## src/rtl/cl_sde_stream_proc.sv

```systemverilog
`timescale 1ns/1ps
// Purpose: split 512-bit beats into keep-qualified DW lanes, FIFO them, XOR-reduce every D lanes into a keyed result.
// Latency: beat accepted at t, lane 0 pushed at t+1, popped at t+2, ots_valid high after t+2.
// Backpressure: full FIFO stalls the holding register; ots_ready=0 or en=0 stops pops; no lane is ever dropped.
// Ports: clk/rst_n; cfg_srm_* register access (ack + rdata one cycle after strobe);
//        ins_* AXI-S input (ins_user ignored); ots_* AXI-S output (one result per beat).

module cl_sde_sp_fifo #(
  parameter int W     = 66,
  parameter int DEPTH = 16
) (
  input  logic                       clk,
  input  logic                       rst_n,
  input  logic                       push,
  input  logic [W-1:0]               push_dat,
  input  logic                       pop,
  output logic [W-1:0]               pop_dat,
  output logic                       full,
  output logic                       empty,
  output logic [$clog2(DEPTH):0]     level
);
  localparam int AW = $clog2(DEPTH);

  logic [W-1:0]  mem [DEPTH];
  logic [AW-1:0] wp;
  logic [AW-1:0] rp;
  logic          do_push;
  logic          do_pop;

  assign full    = (level == (AW+1)'(DEPTH));
  assign empty   = (level == '0);
  assign do_push = push & ~full;
  assign do_pop  = pop & ~empty;
  assign pop_dat = mem[rp];

  always_ff @(posedge clk) begin
    if (do_push) mem[wp] <= push_dat;
  end

  always_ff @(posedge clk or negedge rst_n) begin
    if (!rst_n) begin
      wp    <= '0;
      rp    <= '0;
      level <= '0;
    end else begin
      if (do_push) wp <= wp + AW'(1);
      if (do_pop)  rp <= rp + AW'(1);
      case ({do_push, do_pop})
        2'b10:   level <= level + (AW+1)'(1);
        2'b01:   level <= level - (AW+1)'(1);
        default: level <= level;
      endcase
    end
  end
endmodule

module cl_sde_stream_proc #(
  parameter int DW         = 64,
  parameter int FIFO_DEPTH = 16,
  parameter int RES_W      = 160
) (
  input  logic         clk,
  input  logic         rst_n,
  input  logic [11:0]  cfg_srm_addr,
  input  logic         cfg_srm_wr,
  input  logic         cfg_srm_rd,
  input  logic [31:0]  cfg_srm_wdata,
  output logic         srm_cfg_ack,
  output logic [31:0]  srm_cfg_rdata,
  input  logic         ins_valid,
  output logic         ins_ready,
  input  logic [511:0] ins_data,
  input  logic [63:0]  ins_keep,
  input  logic [63:0]  ins_user,
  input  logic         ins_last,
  output logic         ots_valid,
  input  logic         ots_ready,
  output logic [511:0] ots_data,
  output logic [63:0]  ots_keep,
  output logic [63:0]  ots_user,
  output logic         ots_last
);
  localparam int NL  = 512 / DW;
  localparam int KB  = DW / 8;
  localparam int NK  = DW / 32;
  localparam int LVW = $clog2(FIFO_DEPTH) + 1;
  localparam logic [63:0] KEEP_MASK = (RES_W >= 512) ? {64{1'b1}} : ((64'd1 << (RES_W / 8)) - 64'd1);

  // registers
  logic        ctrl_en;
  logic [4:0]  decim;
  logic [31:0] key;
  logic [31:0] cnt_beats;
  logic [31:0] cnt_drop;
  logic [31:0] cnt_res;
  logic        clr;
  logic [31:0] rd_val;

  // holding register: pend holds the valid lanes not yet pushed
  logic [511:0]   hold_data;
  logic [NL-1:0]  pend;
  logic [NL-1:0]  pend_rest;
  logic [NL-1:0]  lane_oh;
  logic           hold_last;
  logic           busy;
  logic           rdy_en;
  logic [NL-1:0]  vmask;
  logic [31:0]    drop_n;
  logic [DW-1:0]  lane_dat;
  logic           final_lane;
  logic           accept;
  logic           push;

  // fifo
  logic [DW+1:0]  push_dat;
  logic [DW+1:0]  fifo_rdat;
  logic           fifo_full;
  logic           fifo_empty;
  logic [LVW-1:0] fifo_level;

  // reducer
  logic           pop;
  logic           e_last;
  logic           e_empty;
  logic [DW-1:0]  e_dat;
  logic [DW-1:0]  acc;
  logic [DW-1:0]  acc_x;
  logic [DW-1:0]  mix;
  logic [4:0]     cnt;
  logic [4:0]     cnt_x;
  logic [4:0]     d_eff;
  logic           close;
  logic [511:0]   res_nxt;
  logic           unused_ok;

  assign unused_ok = ^ins_user;

  always_comb begin
    vmask  = '0;
    drop_n = '0;
    for (int i = 0; i < NL; i++) begin
      vmask[i] = &ins_keep[i*KB +: KB];
      if (!(&ins_keep[i*KB +: KB])) drop_n = drop_n + 32'd1;
    end
  end

  // lowest pending lane goes first; invalid lanes were never in pend, so they cost nothing
  assign lane_oh    = pend & (~pend + NL'(1));
  assign pend_rest  = pend & (pend - NL'(1));
  assign final_lane = (pend_rest == '0);

  always_comb begin
    lane_dat = '0;
    for (int i = 0; i < NL; i++) begin
      if (lane_oh[i]) lane_dat = lane_dat | hold_data[i*DW +: DW];
    end
  end

  // busy with pend==0 means a keep-less last beat waiting to push its empty marker
  assign push      = busy & ~fifo_full;
  assign push_dat  = {hold_last & final_lane, ~|pend, lane_dat};
  assign ins_ready = rdy_en & (~busy | (push & final_lane));
  assign accept    = ins_valid & ins_ready;

  always_ff @(posedge clk or negedge rst_n) begin
    if (!rst_n) begin
      hold_data <= '0;
      pend      <= '0;
      hold_last <= 1'b0;
      busy      <= 1'b0;
      rdy_en    <= 1'b0;
    end else begin
      rdy_en <= 1'b1;
      if (accept) begin
        hold_data <= ins_data;
        pend      <= vmask;
        hold_last <= ins_last;
        busy      <= (|vmask) | ins_last;
      end else if (push) begin
        pend <= pend_rest;
        if (final_lane) busy <= 1'b0;
      end
    end
  end

  cl_sde_sp_fifo #(.W(DW + 2), .DEPTH(FIFO_DEPTH)) u_fifo (
    .clk      (clk),
    .rst_n    (rst_n),
    .push     (push),
    .push_dat (push_dat),
    .pop      (pop),
    .pop_dat  (fifo_rdat),
    .full     (fifo_full),
    .empty    (fifo_empty),
    .level    (fifo_level)
  );

  assign {e_last, e_empty, e_dat} = fifo_rdat;

  always_comb begin
    if (decim == 5'd0)       d_eff = 5'd1;
    else if (decim > 5'd16)  d_eff = 5'd16;
    else                     d_eff = decim;
  end

  assign pop   = ctrl_en & ~fifo_empty & (~ots_valid | ots_ready);
  assign acc_x = e_empty ? acc : (acc ^ e_dat);
  assign cnt_x = e_empty ? cnt : (cnt + 5'd1);
  // >= rather than == so a DECIM lowered mid-group closes on the next lane
  assign close = e_last | (~e_empty & (cnt_x >= d_eff));
  assign mix   = acc_x ^ {NK{key}};

  always_comb begin
    res_nxt = '0;
    for (int j = 0; j < RES_W; j++) res_nxt[j] = mix[j % DW];
  end

  assign ots_keep = ots_valid ? KEEP_MASK : 64'd0;
  assign ots_user = 64'd0;

  always_ff @(posedge clk or negedge rst_n) begin
    if (!rst_n) begin
      acc       <= '0;
      cnt       <= '0;
      ots_valid <= 1'b0;
      ots_data  <= '0;
      ots_last  <= 1'b0;
    end else begin
      if (ots_valid & ots_ready) ots_valid <= 1'b0;
      if (pop) begin
        if (close) begin
          acc <= '0;
          cnt <= '0;
          if (cnt_x != 5'd0) begin
            ots_valid <= 1'b1;
            ots_data  <= res_nxt;
            ots_last  <= e_last;
          end
        end else begin
          acc <= acc_x;
          cnt <= cnt_x;
        end
      end
    end
  end

  assign clr = cfg_srm_wr & (cfg_srm_addr == 12'h000) & cfg_srm_wdata[1];

  always_comb begin
    case (cfg_srm_addr)
      12'h000: rd_val = {31'd0, ctrl_en};
      12'h004: rd_val = {27'd0, decim};
      12'h008: rd_val = key;
      12'h00C: rd_val = cnt_beats;
      12'h010: rd_val = cnt_drop;
      12'h014: rd_val = cnt_res;
      12'h018: rd_val = {14'd0, busy, ots_valid, 16'(fifo_level)};
      default: rd_val = 32'hDEADBEEF;
    endcase
  end

  always_ff @(posedge clk or negedge rst_n) begin
    if (!rst_n) begin
      ctrl_en       <= 1'b1;
      decim         <= 5'd2;
      key           <= 32'h55555555;
      cnt_beats     <= '0;
      cnt_drop      <= '0;
      cnt_res       <= '0;
      srm_cfg_ack   <= 1'b0;
      srm_cfg_rdata <= '0;
    end else begin
      srm_cfg_ack   <= cfg_srm_wr | cfg_srm_rd;
      srm_cfg_rdata <= cfg_srm_rd ? rd_val : 32'd0;
      if (cfg_srm_wr) begin
        case (cfg_srm_addr)
          12'h000: ctrl_en <= cfg_srm_wdata[0];
          12'h004: decim   <= cfg_srm_wdata[4:0];
          12'h008: key     <= cfg_srm_wdata;
          default: ;
        endcase
      end
      // clear beats any increment landing on the same edge
      if (clr) begin
        cnt_beats <= '0;
        cnt_drop  <= '0;
        cnt_res   <= '0;
      end else begin
        if (accept)                cnt_beats <= cnt_beats + 32'd1;
        if (accept)                cnt_drop  <= cnt_drop + drop_n;
        if (ots_valid & ots_ready) cnt_res   <= cnt_res + 32'd1;
      end
    end
  end
endmodule

```

## config.mk

```make
export PLATFORM = sky130hd
export DESIGN_NAME = cl_sde_stream_proc
export DESIGN_NICKNAME = d
export VERILOG_FILES = /design/src/rtl/cl_sde_stream_proc.sv
export SDC_FILE = /design/constraint.sdc
export NUM_CORES = 2
export LEC_CHECK = 0
export ABC_AREA = 1
export BUFFER_PORTS_ARGS = -buffer_cell sky130_fd_sc_hd__buf_4
export CAP_MARGIN = 10
export CORE_AREA = 4 4 542 544
export CTS_CLUSTER_SIZE = 16
export DETAILED_ROUTE_END_ITERATION = 6
export DIE_AREA = 0 0 546 548
export GPL_TIMING_DRIVEN = 0
export PLACE_DENSITY = 0.58
export SYNTH_ARGS = -nofsm -noshare
export SYNTH_HDL_FRONTEND = slang
export SYNTH_SLANG_ARGS = --single-unit
```

## constraint.sdc

```tcl
create_clock -name clk -period 5.51 [get_ports clk]
set_clock_uncertainty 0.05 [all_clocks]
set_input_delay 1.102 -clock clk [delete_from_list [all_inputs] [get_ports clk]]
set_output_delay 1.102 -clock clk [all_outputs]
set_load 0.01 [all_outputs]
```

# Word level (Yosys, flattened, before mapping)
# Memories as Yosys holds them, arrays and structs flattened.
# Cells that the tools add are included.
# word_totals
mem_count,1
out_inout_bits,676
ram_bits,1056
regBits,934
# classes
addsub,17
reduce_logical,26
bitwise_logic,35
mux,43
eq_ne,9
magnitude_cmp,2
# mem_list
memory,depth,word_bits,read_ports,rd_clocked_by_memory_dff,write_ports,line_no,source
u_fifo.mem,16,66,1,0,1,24,logic [W-1:0] mem [DEPTH];
# op_table
op,count
$mux 64,10
$mux 32,14
$or 64x64->64,7
$add 32x1->32 const B,9
$pmux 32 s7,1
$xor 64x64->64,2
$reduce_and 8->1,8
$eq 12x5->1 const B,3
$add 32x32->32,1
$eq 12x4->1 const B,2
$mux 20,1
$mux 5,4
$and 8x8->8,2
$mux 8,2
$reduce_or 8->1,2
$and 1x1->1,13
$eq 12x3->1 const B,1
$logic_not 12->1,1
$add 5x1->5 const B,2
$logic_not 5->1,2
$mux 1,10
$pmux 5 s2,1
$reduce_bool 2->1,5
$add 4x1->4 const B,2
16 further kinds,27

# Logic depth before layout (Yosys ltp)
# depth
ltp_word,19
mapped_depth,39
ltp_nobuf,39

# By module
# A second synthesis with hierarchy kept.
# unflattened
cells_unflattened,9724
hier_area_um2,88668.8
# modules_own_cells
module,area_each_um2,n_inst,cells_per_inst,seq_area_each_um2
cl_sde_sp_fifo,44770.4,1,4227,32035.7
cl_sde_stream_proc,43898.4,1,5497,20667.3

# Worst setup path before layout
# Ideal clock, no wire load.
# synth_timing
kind,input port to flip-flop
startpoint,in ins_keep[8]
endpoint,reg cnt_drop[21]
path_stages,35
n_path_buf,0
arrival_time_ns,5.489
slack_ns,-0.161
required_time_ns,5.328
path_cell_list,nand2_1 -> nor2_1 -> nand2_1 -> ha_1 -> inv_1 -> nand3_1 -> nand2_1 -> nor2_1 -> nand2_1 -> nand3_1 -> ha_1 -> nand2_1 -> nand2_1 -> ha_1 -> nand2_1 -> nand2_1 -> ha_1 -> nand2_1 -> nand2_1 -> ha_1 -> nand2_1 -> xnor2_1 -> inv_1 -> ha_1 -> nand2_1 -> o21ai_0 -> nand2_1 -> nand2_1 -> a21oi_1 -> nor2_1 -> inv_1 -> nor4_1 -> nand2_1 -> xor2_1 -> nor2_1
# synth_between
elab_chain_cells,17
# synth_rtl
element,line_no,source
"start, declared",73,"input logic [63:0] ins_keep,"
$reduce_and 8->1 (*),143,if (!(&ins_keep[i*KB +: KB])) drop_n = drop_n + 32'd1;
$mux 32 (*),143,
$add 32x1->32,143,
$mux 32 (*),143,
$add 32x1->32,143,
$mux 32 (*),143,
$add 32x1->32,143,
$mux 32 (*),143,
$add 32x1->32,143,
$mux 32 (*),143,
$add 32x1->32,143,
$mux 32 (*),143,
$add 32x1->32,143,
$mux 32 (*),143,
$add 32x32->32 (*),290,if (accept) cnt_drop <= cnt_drop + drop_n;
$mux 32 (*),290,
$mux 32 (*),284,if (clr) begin
"end signal, assigned",290,
"end, declared",94,logic [31:0] cnt_drop;
# Mark *: on every way between the ends. The rest lies on a longest branch, timed or not. The select of a mux whose other input is x is not followed.
# A chain may end at the register's enable or synchronous reset.

# Final worst setup path
# layout_timing
startpoint,in ins_keep[0]
endpoint,reg cnt_drop[28]
# layout_between
elab_chain_cells,19
# layout_rtl
element,line_no
$reduce_and 8->1 (*),143
$mux 1 (*),143
$add 32x1->32,143
$mux 32 (*),143
$add 32x1->32,143
$mux 32 (*),143
$add 32x1->32,143
$mux 32 (*),143
(+3 left out),--
$mux 32 (*),143
$add 32x1->32,143
$mux 32 (*),143
$add 32x1->32,143
$mux 32 (*),143
$add 32x32->32 (*),290
$mux 32 (*),290
$mux 32 (*),284
# Marks and branches as above.

==> metrics.cfg <==
[critical_path]
end_kind=register
crit_path_top_delay_cell=fa_1
cpPeakStageDelay_ps=430
crit_type=input pin to register
worstPathRequired_ps=6240
reg2reg_slack_ps=880
crit_start=ins_keep[0]
reg2reg_to=ots_data[104]
crit_fanout=3
worst_path_most_repeated_cell=nand2_1
arrival_ps=5970
reg2reg_from=u_fifo.rp[3]
critPathLaunchType=input pin
r2r_cells=10

[place]
dpl-instance-area_mm2=0.101
io_buffers=842
gp_congestion=0.960
dp_hpwl_mm=283

[global_routing]
grt_use_total_pct=23.4
grt_max_degree=114
overflow=0
grt_pass1_vias=67000
grt_first_pass_wirelength_mm=504
antenna_found_initial=54

[clock_tree]
cts.sinks=1894
cts-root-buf=clkbuf_16
cts_max_level=4
numCtsBuffers=192
cts_tree=done
cts-hold-fix-buffers=0
clockBufferDepth=3
cts.clk_slew.worst_paths_ps=60
clk_latency_ps=880

[routing]
vias_per_cell=4.91
wl_per_cell_um=25.6
ant_nets=0
drt_wl_total_mm=364
drt_iter0_drc=7922
vias=69900
drc=0
dr.pass1.iters=5

[pwr]
ir_drop_uv=329
p_leak_nw=46.7
power_density_mw_per_mm2=532
total_power_mw=57.5

[die]
fp.coreArea_mm2=0.290
initial_utilization_pct=29.8
rows=198
ioPinCount=1367
die_h_um=548
dieArea_mm2=0.299
die_x_um=546

[yosys]
synth_ff_type=edfxtp_1
synth_cells=8637
synthArstFlopShare_pct=44.2
synth.area.top_cells=edfxtp_1 (37%), dfrtp_1 (24%), nand2_1 (9.3%), buf_4 (5.1%), o21ai_0 (4.6%)
synth_edf_count=1056
yosysUniqueCellTypes=53
synth_top_area_share_pct=36.8
yosysSeqAreaShare_pct=61.1
synth_area_mm2=0.0863
syn-mean-instance-area_um2=9.99
yosysWarnings=0
yosys.area.top_type=edfxtp_1
synth_seq_cells=1894

[finish]
final_layout_size_suffix_gt1_share_pct=21.2
finalInstanceArea_mm2=0.108
nets=11000
final_cell_mix=nand2_1 (2136), buf_4 (1461), edfxtp_1 (1056), dfrtp_1 (820), nor2_1 (812)
final_common_cell=nand2_1
area_growth_pct=25.1

[timing]
fin_hold_ws_ps=174
worst_pin_slew_ps=1370
setup_viol=0
period_share_pct=95.0
tns_ps=0
hold_viol=0
relSlewSlack_pct=8.55
period_minus_slack_ps=5230
max_freq_mhz=191
maxSlewViolCount=0

[status]
outcome=finished, final reports clean

[flow_run]
drv.max_cap_violation_count=0

[worst_hold_path]
hp-class=input pin to asynchronous set/reset pin

Yosys cell counts (20+ instances only):
cell / count
dfrtp_1: 820
o22ai_1: 57
o2111ai_1: 65
o211ai_1: 153
ha_1: 30
nand3_1: 470
nor4_1: 26
nor2_1: 840
nand4_1: 112
mux2_2: 27
edfxtp_1: 1056
inv_1: 361
xor2_1: 146
clkbuf_1: 262
o221ai_1: 120
nand2_1: 2147
o21ai_0: 794
buf_4: 583
xor2_2: 27
o21ai_1: 20
nor3_1: 60
a21oi_1: 133
buf_2: 183
buf_1: 23
routing by layer:
| layer | global-route usage, % | share of wire, % | vias up | routed length, µm |
|---|---|---|---|---|
| li1 | - | - | 31600 | - |
| met1 | 30.2 | 40 | 34100 | 144000 |
| met2 | 37.7 | 46 | 3543 | 169000 |
| met3 | 5.18 | 8.9 | 617 | 32400 |
| met4 | 10.6 | 5.1 | 32 | 18500 |
| met5 | 0 | 0.063 | - | 230 |
registers in the layout, indices dropped and copies added, names as in the netlist:
| name | flops |
|---|---|
| acc | 64 |
| busy | 1 |
| cnt | 5 |
| cnt_beats | 32 |
| cnt_drop | 32 |
| cnt_res | 32 |
| ctrl_en | 1 |
| decim | 5 |
| hold_data | 512 |
| hold_last | 1 |
| key | 32 |
| ots_data | 64 |
| ots_last | 1 |
| ots_valid | 1 |
| pend | 8 |
| rdy_en | 1 |
| srm_cfg_ack | 1 |
| srm_cfg_rdata | 32 |
| u_fifo.level | 5 |
| u_fifo.mem | 1056 |
| u_fifo.rp | 4 |
| u_fifo.wp | 4 |
where the power goes:
| part | internal (mW) | leakage (nW) | switching (mW) |
|---|---|---|---|
| combinational | 6.87 | 23.4 | 16.6 |
| sequential | 18.5 | 20.2 | 1.89 |
| clock | 7.71 | 3.15 | 5.89 |
| total | 33.1 | 46.7 | 24.4 |
cells by family after synthesis:
family	after synthesis	synth area share (%)
XOR/XNOR	177	2.03
other	2	0.00870
flip-flops	1894	61.1
adder cells (fa/ha/maj)	32	0.481
AO/OA/AOI/OAI	1383	9.50
multiplexers	27	0.352
buffers and inverters	1434	9.17
AND/OR/NAND/NOR	3688	17.4
cell type report:
class / count / area, µm²
sequential: 1894 / 52700
multi-input combinational: 5771 / 27900
buffer: 1066 / 6540
timing repair buffer: 950 / 8100
inverter: 368 / 1380
clock inverter: 117 / 1340
clock buffer: 240 / 5130
fill: 28900 / 182000
antenna: 34 / 85.1
tap: 3800 / 4750
through the flow:
stage / utilization [%] / cells / setup slack (ps)
2_1_floorplan: - / 9099 / 12.9
3_3_place_gp: 34.2 / 13700 / -7960
3_5_place_dp: 34.9 / 13800 / -1510
4_1_cts: 37.2 / 14200 / 60.9
5_1_grt: 37.2 / 14200 / -65.3
6_report: 37.3 / 14200 / 275
critical path, delay by kind of cell:
kind	cells	cell delay (ps)
simple gates	18	1990
buf+inv	5	430
compound gates	4	670
fa+ha+maj	6	1760
what timing repair did:
action	CTS	global route
endpoints found under the setup margin	20	17
resized for setup	19	19
pin swaps	4	12
buffers inserted	3	5
hold endpoints to repair	0	0
how the worst max path moves through the flow:
| stage | end | slack (ps) |
|---|---|---|
| 4_1_cts | cnt_drop[31] | 60 |
| 3_3_place_gp | hold_data[311] | -7960 |
| 3_5_place_dp | cnt_drop[30] | -1510 |
| 5_1_grt | cnt_drop[28] | -70 |
| 6_report | cnt_drop[28] | 280 |
| 2_1_floorplan | cnt_drop[30] | 10 |
(Power assumes the default switching activity.)
